`src/rtl/mac_accumulator.sv`:
```
// mac_accumulator: signed multiply-accumulate block with a valid/ready handshake
// on both sides.
//
// Operand pairs are taken on in_valid & in_ready. Each pair is multiplied by
// signed_multiplier and added into a saturating accumulator one cycle after it
// is taken. The term flagged with `last` closes the sum. The block then raises
// out_valid and holds result/count/overflow until the consumer takes them.
//
// Ports (mac_accumulator):
//   clock      in   rising-edge clock
//   reset      in   synchronous active-high reset
//   in_valid   in   operand pair present
//   in_ready   out  block can accept an operand pair (depends only on state)
//   input0     in   [width]      signed multiplicand
//   input1     in   [width]      signed multiplier
//   last       in   final term of the sum (qualified by in_valid)
//   out_valid  out  result available (HOLD state only)
//   out_ready  in   consumer accepts the result
//   result     out  [acc_width]  signed saturated sum of products (register)
//   count      out  [count_width] number of accumulated terms (saturating)
//   overflow   out  sticky saturation flag for the current sum
//
// Ports (signed_multiplier):
//   a, b       in   [width]      signed operands
//   product    out  [2*width]    signed product

module signed_multiplier #(
    parameter int width = 8
) (
    input  logic signed [width-1:0]   a,
    input  logic signed [width-1:0]   b,
    output logic signed [2*width-1:0] product
);

    assign product = a * b;

endmodule

module mac_accumulator #(
    parameter int width       = 8,
    parameter int acc_width   = 2*width+4,
    parameter int count_width = 8
) (
    input  logic                   clock,
    input  logic                   reset,
    input  logic                   in_valid,
    output logic                   in_ready,
    input  logic [width-1:0]       input0,
    input  logic [width-1:0]       input1,
    input  logic                   last,
    output logic                   out_valid,
    input  logic                   out_ready,
    output logic [acc_width-1:0]   result,
    output logic [count_width-1:0] count,
    output logic                   overflow
);

    typedef enum logic [1:0] {
        IDLE  = 2'd0,
        RUN   = 2'd1,
        FLUSH = 2'd2,
        HOLD  = 2'd3
    } state_t;

    localparam logic [acc_width-1:0]   acc_max   = {1'b0, {(acc_width-1){1'b1}}};
    localparam logic [acc_width-1:0]   acc_min   = {1'b1, {(acc_width-1){1'b0}}};
    localparam logic [count_width-1:0] count_max = {count_width{1'b1}};
    localparam logic [count_width-1:0] count_one = {{(count_width-1){1'b0}}, 1'b1};

    // Signed add with clamping. Bit [acc_width] of the return value flags that
    // a clamp happened; the lower bits hold the (possibly clamped) sum.
    function automatic logic [acc_width:0] sat_add(
        input logic [acc_width-1:0] a,
        input logic [acc_width-1:0] b
    );
        logic [acc_width:0] sum;
        sum = {a[acc_width-1], a} + {b[acc_width-1], b};
        if (sum[acc_width] != sum[acc_width-1]) begin
            if (sum[acc_width]) begin
                sat_add = {1'b1, acc_min};
            end else begin
                sat_add = {1'b1, acc_max};
            end
        end else begin
            sat_add = {1'b0, sum[acc_width-1:0]};
        end
    endfunction

    state_t                   state_r;
    state_t                   state_next_s;
    logic                     xfer_s;
    logic                     res_xfer_s;

    logic signed [width-1:0]  op0_r;
    logic signed [width-1:0]  op1_r;
    logic                     op_last_r;
    logic                     pend_r;      // a captured term still awaits accumulation

    logic signed [2*width-1:0] prod_s;
    logic [acc_width-1:0]     prod_ext_s;
    logic [acc_width:0]       sum_s;

    logic [acc_width-1:0]     acc_r;
    logic [count_width-1:0]   count_r;
    logic                     ovf_r;
    logic                     in_ready_r;
    logic                     out_valid_r;

    signed_multiplier #(.width(width)) u_mult (
        .a       (op0_r),
        .b       (op1_r),
        .product (prod_s)
    );

    assign prod_ext_s = {{(acc_width-2*width){prod_s[2*width-1]}}, prod_s};
    assign sum_s      = sat_add(acc_r, prod_ext_s);

    // Next-state logic and transfer qualification
    always_comb begin
        state_next_s = state_r;
        xfer_s       = 1'b0;
        res_xfer_s   = 1'b0;
        case (state_r)
            IDLE, RUN: begin
                xfer_s = in_valid;
                if (in_valid) begin
                    if (last) begin
                        state_next_s = FLUSH;
                    end else begin
                        state_next_s = RUN;
                    end
                end else begin
                    state_next_s = state_r;
                end
            end
            FLUSH: begin
                // The in-flight term must be the closing one; anything else is
                // an inconsistent state and the sum is dropped.
                if (pend_r && op_last_r) begin
                    state_next_s = HOLD;
                end else begin
                    state_next_s = IDLE;
                end
            end
            HOLD: begin
                res_xfer_s = out_ready;
                if (out_ready) begin
                    state_next_s = IDLE;
                end else begin
                    state_next_s = HOLD;
                end
            end
            default: begin
                state_next_s = IDLE;
            end
        endcase
    end

    // State register and the handshake flags, decoded from the next state
    always_ff @(posedge clock) begin
        if (reset) begin
            state_r     <= IDLE;
            in_ready_r  <= 1'b1;
            out_valid_r <= 1'b0;
        end else begin
            state_r     <= state_next_s;
            in_ready_r  <= (state_next_s == IDLE) || (state_next_s == RUN);
            out_valid_r <= (state_next_s == HOLD);
        end
    end

    // Operand capture on each input transfer
    always_ff @(posedge clock) begin
        if (reset) begin
            op0_r     <= {width{1'b0}};
            op1_r     <= {width{1'b0}};
            op_last_r <= 1'b0;
            pend_r    <= 1'b0;
        end else if (xfer_s) begin
            op0_r     <= input0;
            op1_r     <= input1;
            op_last_r <= last;
            pend_r    <= 1'b1;
        end else begin
            pend_r    <= 1'b0;
        end
    end

    // Accumulator, term counter and sticky overflow
    always_ff @(posedge clock) begin
        if (reset) begin
            acc_r   <= {acc_width{1'b0}};
            count_r <= {count_width{1'b0}};
            ovf_r   <= 1'b0;
        end else if (res_xfer_s) begin
            acc_r   <= {acc_width{1'b0}};
            count_r <= {count_width{1'b0}};
            ovf_r   <= 1'b0;
        end else if (pend_r) begin
            acc_r   <= sum_s[acc_width-1:0];
            ovf_r   <= ovf_r | sum_s[acc_width];
            if (count_r != count_max) begin
                count_r <= count_r + count_one;
            end else begin
                count_r <= count_r;
            end
        end else begin
            acc_r   <= acc_r;
            count_r <= count_r;
            ovf_r   <= ovf_r;
        end
    end

    assign in_ready  = in_ready_r;
    assign out_valid = out_valid_r;
    assign result    = acc_r;
    assign count     = count_r;
    assign overflow  = ovf_r;

endmodule

```
`config.mk`:
```
export PLATFORM = sky130hd
export DESIGN_NAME = mac_accumulator
export DESIGN_NICKNAME = d
export VERILOG_FILES = /design/src/rtl/mac_accumulator.sv
export SDC_FILE = /design/constraint.sdc
export NUM_CORES = 1
export LEC_CHECK = 0
export CORE_MARGIN = 2
export CORE_UTILIZATION = 60
export DETAILED_ROUTE_END_ITERATION = 6
export GPL_TIMING_DRIVEN = 0
export PLACE_DENSITY = 0.83
export SLEW_MARGIN = 25
export SYNTH_ARGS = -nofsm -noshare
export SYNTH_HDL_FRONTEND = slang
export SYNTH_SLANG_ARGS = --single-unit
```
`constraint.sdc`:
```
create_clock -name clock -period 7.5 [get_ports clock]
set_input_delay 2.25 -clock clock [delete_from_list [all_inputs] [get_ports clock]]
set_output_delay 2.25 -clock clock [all_outputs]
set_load 0.1 [all_outputs]
```
==> results.sh <==
export IMPL_grt_overflow=0
export IMPL_switching_power_uw=489
export IMPL_die_w_um=101
export IMPL_yosys_area_share_simple=0.138
export IMPL_report_final_slew_viol_count=0
export IMPL_yosysWarningCount=0
export IMPL_r2r_end="result[17]$_SDFFE_PP0P_"
export IMPL_critPathMaxStageDelay_ns=0.56
export IMPL_critPathBufInv=4
export IMPL_grt_usage=0.253
export IMPL_combPwrFrac=0.538
export IMPL_dp_hpwl_mm=9.82
export IMPL_fp_row_count=35
export IMPL_top_layer="met4"
export IMPL_setup_worst_path_start="op0_r[7]$_SDFFE_PP0P_"
export IMPL_crit_path_end_kind="flip-flop"
export IMPL_cp_cell_sequence="clkbuf_1 -> and2_2 -> inv_1 -> fa_1 -> inv_1 -> fa_1 -> fa_1 -> fa_1 -> fa_1 -> ha_1 -> a21oi_1 -> a31oi_1 -> o41ai_2 -> o21ai_0 -> a21oi_1 -> xnor2_1 -> ha_1 -> clkbuf_1 -> a21oi_1 -> o211a_1 -> o221a_1"
export IMPL_initial_utilization=0.616
export IMPL_startpoint_type="flip-flop"
export IMPL_clk_latency_ns=0.31
export IMPL_power_density_mw_per_mm2=165
export IMPL_drcViolationCount=0
export IMPL_clkPwrFrac=0.162
export IMPL_first_pass_iters=4
export IMPL_synthAdderAreaFrac=0.438
export IMPL_hold_viol=0
export IMPL_cts_made_buffers=5
export IMPL_rsz0062_at_grt="no"
export IMPL_period_minus_slack_ns=6.89
export IMPL_antenna_found_initial=0
export IMPL_p_leak_nw=3.13
export IMPL_io_buffer_count=51
export IMPL_wl_per_cell_um=16.0
export IMPL_rrSetupSlack_ns=0.61
export IMPL_die_y_um=101
export IMPL_drt_iter0_markers=134
export IMPL_totalWireLength_mm=12.1
export IMPL_areaGrowthSynthToFinish_pct=13.3
export IMPL_period_share=0.919
export IMPL_ys_seq_area_frac=0.180
export IMPL_grt_max_degree=19
export IMPL_finalPower_mw=1.06
export IMPL_synth_mux_area_fraction=0.00552
export IMPL_ioPinCount=52
export IMPL_syn_num_nets=750
export IMPL_ir_worst_vdd_mv=0.101
export IMPL_grt_first_pass_wirelength_mm=20.5
export IMPL_synth_edf_count=0
export IMPL_seq_power_share=0.300
export IMPL_slew_headroom=0.343
export IMPL_critPathMostFrequentCell="fa_1"
export IMPL_wl_met2_mm=6.28
export IMPL_first_global_vias=4403
export IMPL_crit_required_ns=7.71
export IMPL_gp_congestion=0.875
export IMPL_synth_seq_cells=51
export IMPL_fin_ws_ns=0.611
export IMPL_crit_cells=21
export IMPL_crit_fanout=13
export IMPL_holdBufCountCts=0
export IMPL_tns_ns=0
export IMPL_crit_family="adder cells"
export IMPL_setup_violations=0
export IMPL_layout_drive_gt1_share=0.0527
export IMPL_wl_met3_um=427
export IMPL_cts_tree="done"
export IMPL_synth_compound_area_frac=0.110
export IMPL_tightest_slew_ns=0.982
export IMPL_clock_path_buffers=2
export IMPL_p_sw_frac=0.461
export IMPL_synth_top_family_by_area="adder cells"
export IMPL_synthFlopType="dfxtp_1"
export IMPL_met1_length_mm=4.91
export IMPL_async_flop_share=0
export IMPL_synthXorXnorAreaFrac=0.0415
export IMPL_cts_root_buffer="clkbuf_8"
export IMPL_intPower_uw=573
export IMPL_worstHoldPathType="flip-flop to flip-flop"
export IMPL_vias=4280
export IMPL_cap_violations=0
export IMPL_dpl_cell_count=748
export IMPL_die_area_mm2=0.0102
export IMPL_avgSynthCellArea_um2=9.67
export IMPL_drtAntennaViolNets=0
export IMPL_dp_slack_ns=0.103
export IMPL_outcome="finished, final reports clean"
export IMPL_vias_per_cell=5.66
export IMPL_htreeDepth=2
export IMPL_arrival_ns=7.10
export IMPL_diodes=0
export IMPL_nNetsFinal=808
export IMPL_fin_worst_skew_ns=0.00485
export IMPL_endpoint="result[17]$_SDFFE_PP0P_"
export IMPL_crit_slowest_cell="and2_2"
export IMPL_synth_cell_types=41
export IMPL_maxClockFrequency_mhz=145
export IMPL_syn_inst=586
export IMPL_r2r_start="op0_r[7]$_SDFFE_PP0P_"
export IMPL_synthesis_area_mm2=0.00567
export IMPL_cts_sinks=51
export IMPL_fin_cells=756
export IMPL_critPathKind="flip-flop to flip-flop"
export IMPL_final_util=0.698
export IMPL_fp_coreArea_mm2=0.00920
export IMPL_clkTransAtPathRegs_ns=0.11
export IMPL_r2r_cells=21
## synth_stat cells (5+ instances only)
master    count  area share
a21o_1        5      0.0066
a21oi_1      35       0.031
and2_1       33       0.036
clkbuf_1     14      0.0093
dfxtp_1      51        0.18
fa_1         92        0.33
ha_1         51        0.11
inv_1        92       0.061
nand2_1      69       0.046
nand3_1       6      0.0053
nand4_1       6      0.0066
nor2_1       28       0.019
nor2b_1      13       0.014
o21ai_0      11      0.0097
o221a_1      10       0.020
o221a_2       9       0.018
xnor2_1      12       0.019
xor2_1       13       0.020
## power groups by stage
stage | registers [mW] | clock network, mW | logic, mW
3_3_place_gp | 0.323 | 0 | 0.554
2_1_floorplan | 0.418 | 0 | 0.340
4_1_cts | 0.318 | 0.173 | 0.575
5_1_grt | 0.321 | 0.183 | 0.631
6_report | 0.319 | 0.172 | 0.572
3_5_place_dp | 0.324 | 0 | 0.568
## registers in the layout, summed over array words and instances, names as in the netlist
| signal | flops |
|---|---|
| count | 8 |
| in_ready | 1 |
| op0_r | 8 |
| op1_r | 8 |
| op_last_r | 1 |
| out_valid | 1 |
| overflow | 1 |
| pend_r | 1 |
| result | 20 |
| state_r | 2 |
## final cells by class
| type | instances | area, µm² |
|---|---|---|
| inverter | 92 | 345 |
| multi-input combinational | 421 | 4160 |
| clock buffer | 5 | 68.8 |
| fill | 702 | 2780 |
| sequential | 51 | 1020 |
| buffer | 22 | 151 |
| timing repair buffer | 51 | 510 |
| clock inverter | 3 | 28.8 |
| tap | 111 | 139 |
## worst min-delay path by stage
stage	from	end	cells after the start
2_1_floorplan	op_last_r$_SDFFE_PP0P_	op_last_r$_SDFFE_PP0P_	2
3_5_place_dp	op_last_r$_SDFFE_PP0P_	op_last_r$_SDFFE_PP0P_	2
6_report	op_last_r$_SDFFE_PP0P_	op_last_r$_SDFFE_PP0P_	2
4_1_cts	op_last_r$_SDFFE_PP0P_	op_last_r$_SDFFE_PP0P_	2
5_1_grt	op_last_r$_SDFFE_PP0P_	op_last_r$_SDFFE_PP0P_	2
3_3_place_gp	op_last_r$_SDFFE_PP0P_	op_last_r$_SDFFE_PP0P_	2
## cell families (layout without fill, tap and decap cells)
family | count (synthesis) | after routing
buffers and inverters | 114 | 173
AOI/OAI and AO/OA | 85 | 85
DFF | 51 | 51
muxes | 3 | 3
adders and majority gates | 143 | 143
xor gates and xnor gates | 26 | 26
and+or+nand+nor | 164 | 164
## stage by stage
step | area, µm² | hold WS, ns
after floorplan | 5670 | 0.437
after global routing | 6420 | 0.504
after detailed placement | 6310 | 0.464
after global placement | 6310 | 0.449
final | 6420 | 0.477
after CTS | 6410 | 0.480
## timing repair
| item | CTS | global route |
|---|---|---|
| resized for setup | 0 | 2 |
| setup buffers | 0 | 0 |
| setup endpoints to repair | 0 | 20 |
## layout by cell type, fill, tap and decap left out, types with 2 or more instances in the layout
cell type / synthesis / routed
inv_1: 92 / 92
fa_1: 92 / 92
nand2_1: 69 / 69
ha_1: 51 / 51
dfxtp_1: 51 / 51
clkdlybuf4s50_1: 0 / 51
a21oi_1: 35 / 35
and2_1: 33 / 32
nor2_1: 28 / 28
clkbuf_1: 14 / 14
nor2b_1: 13 / 13
xor2_1: 13 / 13
xnor2_1: 12 / 12
o21ai_0: 11 / 11
o221a_1: 10 / 10
clkbuf_8: 4 / 9
o221a_2: 9 / 9
nand3_1: 6 / 6
nand4_1: 6 / 6
a21o_1: 5 / 5
nand2b_1: 4 / 4
buf_6: 3 / 3
and3_1: 2 / 2
o21a_1: 2 / 2
a211oi_1: 2 / 2
or3_1: 2 / 2
mux2i_1: 2 / 2
clkinv_4: 0 / 2
## worst min-delay path, delay by kind of cell, from the launching register on
family,cells,cell delay [ns]
AND/OR/NAND/NOR,1,0.06
flip-flops,1,0.33
AO/OA/AOI/OAI,1,0.05
## routing by layer
layer  GRT usage  vias to the layer above
met4       0.107                        0
met3      0.0228                       33
met1       0.328                     2162
li1            -                     1980
met5           0                        -
met2       0.437                      105
(Power assumes the default switching activity.)
